--- src/rtl/bist_pkg.sv ---
// Shared types and shift-register step functions for the BIST engine.
package bist_pkg;

  // Widest shift register the step functions can handle.
  localparam int unsigned MAX_W = 32;

  typedef enum logic [2:0] {
    IDLE,
    LOAD,
    APPLY,
    CAPT,
    CMP,
    DONE
  } state_e;

  // All-ones mask covering the low w bits.
  function automatic logic [MAX_W-1:0] width_mask(input int unsigned w);
    if (w >= MAX_W) return '1;
    return (MAX_W'(1) << w) - MAX_W'(1);
  endfunction

  // Fibonacci step: shift left, feedback parity of tapped bits into bit 0.
  function automatic logic [MAX_W-1:0] lfsr_next(input logic [MAX_W-1:0] s,
                                                 input logic [MAX_W-1:0] poly,
                                                 input int unsigned w);
    logic [MAX_W-1:0] mask;
    mask = width_mask(w);
    return ((s << 1) | MAX_W'(^(s & poly & mask))) & mask;
  endfunction

  // Signature step: LFSR step with the response folded in.
  function automatic logic [MAX_W-1:0] misr_next(input logic [MAX_W-1:0] s,
                                                 input logic [MAX_W-1:0] poly,
                                                 input logic [MAX_W-1:0] din,
                                                 input int unsigned w);
    return lfsr_next(s, poly, w) ^ (din & width_mask(w));
  endfunction

endpackage

--- src/rtl/bist_shreg.sv ---
// Polynomial shift register with parallel load and parallel XOR input (LFSR or MISR).
module bist_shreg
  import bist_pkg::*;
#(
  parameter int unsigned W       = 8,
  parameter logic [W-1:0] POLY    = '0,
  parameter logic [W-1:0] RST_VAL = '0
) (
  input  logic         clk,
  input  logic         rst_n,
  input  logic         load,
  input  logic [W-1:0] load_val,
  input  logic         shift,
  input  logic [W-1:0] xin,
  output logic [W-1:0] q
);

  logic [W-1:0] q_q;
  logic [W-1:0] q_d;

  // Load has priority over a shift step; otherwise hold.
  always_comb begin
    q_d = q_q;
    if (load) begin
      q_d = load_val;
    end else if (shift) begin
      q_d = W'(misr_next(MAX_W'(q_q), MAX_W'(POLY), MAX_W'(xin), W));
    end
  end

  // State register.
  always_ff @(posedge clk or negedge rst_n) begin
    if (!rst_n) q_q <= RST_VAL;
    else        q_q <= q_d;
  end

  assign q = q_q;

endmodule

--- src/rtl/bist_engine.sv ---
// Single-clock BIST session controller: LFSR patterns out, MISR compaction in, on-chip compare.
module bist_engine
  import bist_pkg::*;
#(
  parameter int unsigned     IN_W      = 10,
  parameter int unsigned     OUT_W     = 5,
  parameter logic [IN_W-1:0] LFSR_POLY = 10'h240,
  parameter logic [IN_W-1:0] LFSR_SEED = 10'h001,
  parameter logic [OUT_W-1:0] MISR_POLY = 5'h14,
  parameter int unsigned     PAT_CNT   = 960,
  parameter int unsigned     SETTLE    = 0
) (
  input  logic                         bistclk,
  input  logic                         rst,
  input  logic                         start,
  input  logic [OUT_W-1:0]             golden,
  input  logic [OUT_W-1:0]             cutout,
  output logic [IN_W-1:0]              cutinp,
  output logic [OUT_W-1:0]             signature,
  output logic                         busy,
  output logic                         done,
  output logic                         pass,
  output logic [$clog2(PAT_CNT+1)-1:0] patidx
);

  localparam int unsigned IDX_W = $clog2(PAT_CNT + 1);
  localparam int unsigned SET_W = (SETTLE > 1) ? $clog2(SETTLE) : 1;
  // An all-zero seed would lock the LFSR, so it is replaced by 1.
  localparam logic [IN_W-1:0] SEED = (LFSR_SEED == '0) ? IN_W'(1) : LFSR_SEED;

  state_e            state_q, state_d;
  logic [IDX_W-1:0]  idx_q, idx_d;
  logic [SET_W-1:0]  set_q, set_d;
  logic              pass_q, pass_d;
  logic              busy_q, busy_d;
  logic              done_q, done_d;
  logic              load_c;
  logic              capt_c;
  logic [OUT_W-1:0]  misr_q;

  // Session sequencing, pattern/settle counting and final compare.
  always_comb begin
    state_d = state_q;
    idx_d   = idx_q;
    set_d   = set_q;
    pass_d  = pass_q;
    load_c  = 1'b0;
    capt_c  = 1'b0;
    unique case (state_q)
      IDLE: begin
        if (start) state_d = LOAD;
      end
      LOAD: begin
        load_c  = 1'b1;
        idx_d   = '0;
        set_d   = '0;
        pass_d  = 1'b0;
        state_d = (SETTLE > 0) ? APPLY : CAPT;
      end
      APPLY: begin
        if (set_q == SET_W'(SETTLE - 1)) begin
          set_d   = '0;
          state_d = CAPT;
        end else begin
          set_d = set_q + SET_W'(1);
        end
      end
      CAPT: begin
        capt_c = 1'b1;
        idx_d  = idx_q + IDX_W'(1);
        if (idx_d == IDX_W'(PAT_CNT)) state_d = CMP;
        else if (SETTLE > 0)          state_d = APPLY;
        else                          state_d = CAPT;
      end
      CMP: begin
        pass_d  = (misr_q == golden);
        state_d = DONE;
      end
      DONE: begin
        if (start) state_d = LOAD;
      end
      default: state_d = IDLE;
    endcase
    busy_d = state_d inside {LOAD, APPLY, CAPT, CMP};
    done_d = (state_d == DONE);
  end

  // Controller registers.
  always_ff @(posedge bistclk or negedge rst) begin
    if (!rst) begin
      state_q <= IDLE;
      idx_q   <= '0;
      set_q   <= '0;
      pass_q  <= 1'b0;
      busy_q  <= 1'b0;
      done_q  <= 1'b0;
    end else begin
      state_q <= state_d;
      idx_q   <= idx_d;
      set_q   <= set_d;
      pass_q  <= pass_d;
      busy_q  <= busy_d;
      done_q  <= done_d;
    end
  end

  bist_shreg #(
    .W       (IN_W),
    .POLY    (LFSR_POLY),
    .RST_VAL (SEED)
  ) u_lfsr (
    .clk      (bistclk),
    .rst_n    (rst),
    .load     (load_c),
    .load_val (SEED),
    .shift    (capt_c),
    .xin      ({IN_W{1'b0}}),
    .q        (cutinp)
  );

  bist_shreg #(
    .W       (OUT_W),
    .POLY    (MISR_POLY),
    .RST_VAL ({OUT_W{1'b0}})
  ) u_misr (
    .clk      (bistclk),
    .rst_n    (rst),
    .load     (load_c),
    .load_val ({OUT_W{1'b0}}),
    .shift    (capt_c),
    .xin      (cutout),
    .q        (misr_q)
  );

  assign signature = misr_q;
  assign patidx    = idx_q;
  assign pass      = pass_q;
  assign busy      = busy_q;
  assign done      = done_q;

endmodule

--- config.mk ---
export PLATFORM = sky130hd
export DESIGN_NAME = bist_engine
export DESIGN_NICKNAME = d
export VERILOG_FILES = /design/src/rtl/bist_pkg.sv /design/src/rtl/bist_shreg.sv /design/src/rtl/bist_engine.sv
export SDC_FILE = /design/constraint.sdc
export NUM_CORES = 1
export LEC_CHECK = 0
export CAP_MARGIN = 20
export CELL_PAD_IN_SITES_DETAIL_PLACEMENT = 1
export CELL_PAD_IN_SITES_GLOBAL_PLACEMENT = 2
export CORE_UTILIZATION = 29
export CTS_CLUSTER_DIAMETER = 120
export DETAILED_ROUTE_END_ITERATION = 12
export PLACE_DENSITY_LB_ADDON = 0.1
export SYNTH_ARGS = -nofsm -noshare
export SYNTH_HDL_FRONTEND = slang
export SYNTH_SLANG_ARGS = --single-unit
--- constraint.sdc ---
create_clock -name bistclk -period 1.8 [get_ports bistclk]
set_input_delay 0.36 -clock bistclk [delete_from_list [all_inputs] [get_ports bistclk]]
set_output_delay 0.36 -clock bistclk [all_outputs]
set_load 0.03 [all_outputs]
==> results.md, run 1 <==
* Register area at roughly 800 um2
* Final WL at 4570 um
* Number of H-tree levels at 2
* Final Skew at 0.00796 ns
* Post-Layout Cell Count at 305
* Cell depth of the worst setup path at 1
* Antenna violations before repair at 0
* Max layer used: met4
* Met2 WL at 2250 um
* Synth area leader: dfrtp_1
* Maximum clock rate at 0.572 GHz
* Hold WC Path Type: primary input to asynchronous set/reset pin
* Synthesis-stage register bit count at 32
* Cells after Synth at between 150 and 200
* Clock Latency Late Sink at 0.28 ns
* Fin crit share at 0.972
* FP Rows at 27
* Met3 wire len at 195 um
* Slew headroom at 0.625
* R2R setup slack at ~0.090 ns
* Top cell type's share of synthesized area at 0.459
* Slowest stage delay, CP at approximately 0.70 ns
* Setup TNS at 0 ns
* Wire per inst at 15.0 um
* Antenna cell count at 0
* Worst Setup SP: u_lfsr.q[6]$_DFFE_PN0P_
* Worst EP required at 1.44 ns
* Initial DRC Count at 59
* PD cells at 1860 mW/mm2
* CP Cell Sequence: clkdlybuf4s50_1
* # hold bufs at CTS at 0
* DP Worst Slack at 0.0655 ns
* Io pins at 41
* Layout cells sized above 1 at 0.133
* WL met1 at 2070 um
* Mean Syn Cell Area at roughly 9.3 um2
* CORE AREA at 0.00557 mm2
* Asr flop ratio synth at 1.00
* Vert. Die Dim at between 70 and 80 um
* Area contributors post-synth: dfrtp_1, nand2_1, xnor2_1
* Chip width at 78.3 um
* Peak fanout along the critical path at 4
* Yosys warnings at 0
* Register area share after synthesis at 0.474
* Die Outline Area at 0.00614 mm2
* Post-synth EDFFs at 0
* Minimum clock period at 1.75 ns
* Setup CP Type: register to output pin
* Detail Route Antenna Nets at 0
* R2R cell count at 6
* Final GP Congestion at 0.781
* Post-route DRC violation count at 0
* Post-Layout Inst Area at 0.00232 mm2
* First-pass GRT wire length at 7890 um
* Maximum VDD drop at 0.000790 V
* Setup-failing EPs final at 0
* Vias in the first global route at 1,582
* Syn Std Cell Area at 0.00169 mm2
* Final hold vios at 0
* Largest net degree at the start of global routing at 33
* CP endpoint kind: output pin
* Vias/cell at 5.08
* CTS tree: done
* Cell Area, Placed at ~0.0022 mm2
* Final HPWL DP at 3330 um
* Library cells used by synthesis at 38
* Commonest non-fill, non-tap cell in the layout: nand2_1
* Routed vias at around 1,500
* Post-placement cell count at between 200 and 300
* CTS Buffer Depth at 2
* Commonest non-fill, non-tap cells in the layout: nand2_1, dfrtp_1, clkdlybuf4s50_1, o21ai_0, nand3_1
* Setup crit start kind: register
* Primary FF master, synth: dfrtp_1
* Max_cap viols at 0
* Worst Path Arrival at 1.39 ns
* Initial Utilization at 0.303
* TritonCTS buffer count at 5
* PortBufs at 40
* Area Growth Syn to Fin at 37.3%
* GRT Util Overall at 0.166
* CP max stage cell: clkdlybuf4s50_1
* Worst Setup EP: cutinp[6]
* Max Transition Viols Final at 0
* RSZ-0062 raised after global routing: false
* Pleak at 1.04 nW
* Total congestion overflow at 0
* Reg2reg start: patidx[0]$_DFFE_PN0P_
* Family with the most delay on the worst path: buffers and inverters
* Filler Cell Count at between 600 and 700
* Run status: complete, no violations
* R2r endpoint: state_q[2]$_DFF_PN0_
* Worst-path clk slew at 0.06 ns
* Worst slew pin tran at 0.562 ns
* Area occupied by multi-input gates at between 800 and 900 um2
* Layout Nets at 247
* Crit path buf inv count at 1
* CTS Sinks at 32
* Syn_nets at between 150 and 200
* DRT Pass-1 Iters at 4
* Clock root buffer master: clkbuf_8
* Setup WS post-layout at 0.0510 ns
==> timing repair <==
item	in CTS	in global routing
resized for setup	9	7
endpoints found under the hold margin	0	0
pin swaps	0	2
buffers inserted	0	0
endpoints found under the setup margin	9	7
gates cloned	0	0
==> cells by family after synthesis <==
kind of cell,synth area share
AOI/OAI and AO/OA,0.153
xor gates and xnor gates,0.0829
adders and majority gates,0.0148
buffers and inverters,0.0533
DFF,0.474
muxes,0.00592
and+or+nand+nor,0.215
==> state kept, by name, summed over array words and instances, names as in the netlist <==
register  count
busy          1
done          1
pass          1
patidx       10
set_q         1
state_q       3
u_lfsr.q     10
u_misr.q      5
==> per-stage QoR <==
stage,utilization,total power [W],hold slack [ns]
floorplan,-,0.00291,0.0644
global placement,0.400,0.00379,0.476
detailed placement,0.400,0.00388,0.496
CTS,0.413,0.00437,0.456
global route,0.416,0.00466,0.468
finish,0.416,0.00431,0.454
==> power by group <==
group          switching (W)  internal, W  total (W)
Clock               0.000254     0.000271   0.000525
Sequential          0.000329      0.00103    0.00136
Combinational        0.00141      0.00101    0.00243
==> worst min-delay path by stage <==
stage | end | slack, ns | cells past startpoint
2_1_floorplan | busy$_DFF_PN0_ | 0.06 | 0
3_3_place_gp | u_lfsr.q[5]$_DFFE_PN0P_ | 0.48 | 2
3_5_place_dp | u_lfsr.q[5]$_DFFE_PN0P_ | 0.50 | 2
4_1_cts | patidx[9]$_DFFE_PN0P_ | 0.46 | 2
5_1_grt | patidx[9]$_DFFE_PN0P_ | 0.47 | 2
6_report | patidx[2]$_DFFE_PN0P_ | 0.45 | 2
==> metal layers <==
layer | track usage | vias to the layer above
met5 | 0 | -
met4 | 0.0593 | 0
met3 | 0.0407 | 6
met2 | 0.275 | 34
met1 | 0.209 | 776
li1 | - | 733
==> Yosys cell counts, types with 2 or more instances <==
master    number
nand2_1       34
dfrtp_1       31
o21ai_0       18
nand3_1       15
xnor2_1       12
a21oi_1        8
nor3_1         7
inv_1          5
xor2_1         4
a31oi_1        3
buf_2          3
buf_4          3
clkbuf_1       3
nand4_1        3
nor2_1         3
a22o_1         2
a32oi_1        2
buf_6          2
ha_1           2
nor2b_1        2
o22ai_1        2
or4_1          2
==> area by class of cell <==
cell class,count,area share
clock buffer,7,0.0329
multi-input combinational,134,0.349
clock inverter,1,0.00216
sequential,32,0.347
tap,72,0.0388
timing repair buffer,54,0.223
inverter,5,0.00809
No activity file was read; power rests on OpenSTA's default activity.
==> inputs of run 2 (changes only) <==
Settings changed: CAP_MARGIN 20 to not set, PLACE_DENSITY set to 0.85, PLACE_DENSITY_LB_ADDON 0.1 to not set.
Clock period 1.8 ns to 2 ns, I/O delays scaled along.
==> results.md, run 2 (synthesized netlist as in run 1, its figures left out) <==
* Run status: complete, no violations
* Worst Path Arrival at around 1.5 ns
* Peak fanout along the critical path at 3
* CTS Sinks at 32
* CORE AREA at around 0.0056 mm2
* Slew headroom at 0.666
* Final hold vios at 0
* Cell Area, Placed at ~0.0022 mm2
* CP max stage cell: clkdlybuf4s50_1
* Post-placement cell count at 293
* CP endpoint kind: output pin
* Antenna cell count at 0
* Post-cts resize count at 0
* GRT Util Overall at 0.160
* Clock root buffer master: clkbuf_8
* Die Outline Area at 0.00614 mm2
* Commonest non-fill, non-tap cell in the layout: clkdlybuf4s50_1
* Filler Cell Count at 674
* TritonCTS buffer count at 5
* Largest net degree at the start of global routing at 33
* Crit path buf inv count at 1
* Worst-path clk slew at 0.07 ns
* Minimum clock period at between 1.5 and 2 ns
* Setup crit start kind: register
* Layout Nets at ~240
* PD cells at about 1700 mW/mm2
* Area Growth Syn to Fin at 36.0%
* Setup CP Type: register to output pin
* Final WL at approximately 4300 um
* Max Transition Viols Final at 0
* Worst EP required at between 1.5 and 2 ns
* Post-route DRC violation count at 0
* Wire per inst at between 10 and 15 um
* DRT Pass-1 Iters at 4
* Initial DRC Count at 73
* DP Worst Slack at ~0.29 ns
* Number of H-tree levels at 2
* Vert. Die Dim at 78.3 um
* Slowest stage delay, CP at just under 0.7 ns
* First-pass GRT wire length at 7650 um
* RSZ-0062 raised after global routing: false
* Maximum VDD drop at 0.000690 V
* Max_cap viols at 0
* Antenna violations before repair at 0
* # hold bufs at CTS at 0
* Setup TNS at 0 ns
* Final HPWL DP at 3050 um
* Setup WS post-layout at 0.0949 ns
* Setup-failing EPs final at 0
* Routed vias at 1,477
* Io pins at 41
* Maximum clock rate at 0.525 GHz
* Final GP Congestion at 0.722
* Clock Latency Late Sink at 0.28 ns
* Total congestion overflow at 0
* CTS tree: done
* Vias in the first global route at 1,566
* Post-Layout Inst Area at 0.00230 mm2
* FP Rows at 27
* CTS Buffer Depth at 2
* Hold WC Path Type: register to register
* Final Skew at 0.00969 ns
* Worst slew pin tran at approximately 0.50 ns
* Layout cells sized above 1 at 0.109
* Detail Route Antenna Nets at 0
* CP Cell Sequence: clkdlybuf4s50_1
* PortBufs at 40
* Pleak at 0.986 nW
* Fin crit share at 0.953
* Family with the most delay on the worst path: buffers and inverters
* Initial Utilization at 0.303
* Post-CTS setup buffer count at 0
* Commonest non-fill, non-tap cells in the layout: clkdlybuf4s50_1, nand2_1, dfrtp_1, o21ai_0, nand3_1
* Post-Layout Cell Count at 301
* Vias/cell at 4.91
* Chip width at between 70 and 80 um
[run 2: changes by cell type in the layout (fill, tap and decap cells not counted), sizes merged]
cell / delta
clkdlybuf4s50: +10
dlygate4sd2: -9
buf: -4
bufinv: +1
clkbuf: -1
dlymetal6s2s: -1
[run 2: path summary, 6_finish.rpt]
kind,from,end,slack [ns],depth (start not counted)
setup / recovery,u_lfsr.q[0]$_DFFE_PN1P_,cutinp[0],0.09,1
hold / removal,u_lfsr.q[8]$_DFFE_PN0P_,u_lfsr.q[8]$_DFFE_PN0P_,0.50,2
setup reg to reg,patidx[0]$_DFFE_PN0P_,state_q[1]$_DFF_PN0_,0.27,6
hold reg to reg,u_lfsr.q[8]$_DFFE_PN0P_,u_lfsr.q[8]$_DFFE_PN0P_,0.50,2
max in group asynchronous,rst,u_lfsr.q[0]$_DFFE_PN1P_,1.13,2
min in group asynchronous,rst,patidx[6]$_DFFE_PN0P_,0.52,2
[run 2: power by group]
part | leakage, nW | switching (W) | internal [W] | total (W)
clock | 0.0552 | 0.000246 | 0.000370 | 0.000615
sequential | 0.382 | 0.000358 | 0.000921 | 0.00128
combinational | 0.549 | 0.00114 | 0.000915 | 0.00205
[run 2: layer usage]
| layer | track usage | share of wire | wire (um) |
|---|---|---|---|
| met5 | 0 | 0 | 0 |
| met4 | 0.0500 | 0.011 | 48 |
| met3 | 0.0488 | 0.042 | 180 |
| met2 | 0.262 | 0.48 | 2050 |
| met1 | 0.202 | 0.47 | 2010 |
[run 2: area by class of cell]
cell class	instances	area, um2	share of cell area
Sequential cell	32	802	0.349
Clock buffer	6	72.6	0.0316
Clock inverter	2	35.0	0.0152
Inverter	5	18.8	0.00816
Timing Repair Buffer	50	483	0.210
Multi-Input combinational cell	134	798	0.347
Tap cell	72	90.1	0.0392
[run 2: stage by stage]
stage	utilization	hold slack (ns)	power, W
final	0.413	0.497	0.00395
after global routing	0.413	0.538	0.00427
after CTS	0.411	0.508	0.00401
after detailed placement	0.392	0.489	0.00338
after global placement	0.392	0.488	0.00334
after floorplan	-	0.104	0.00261
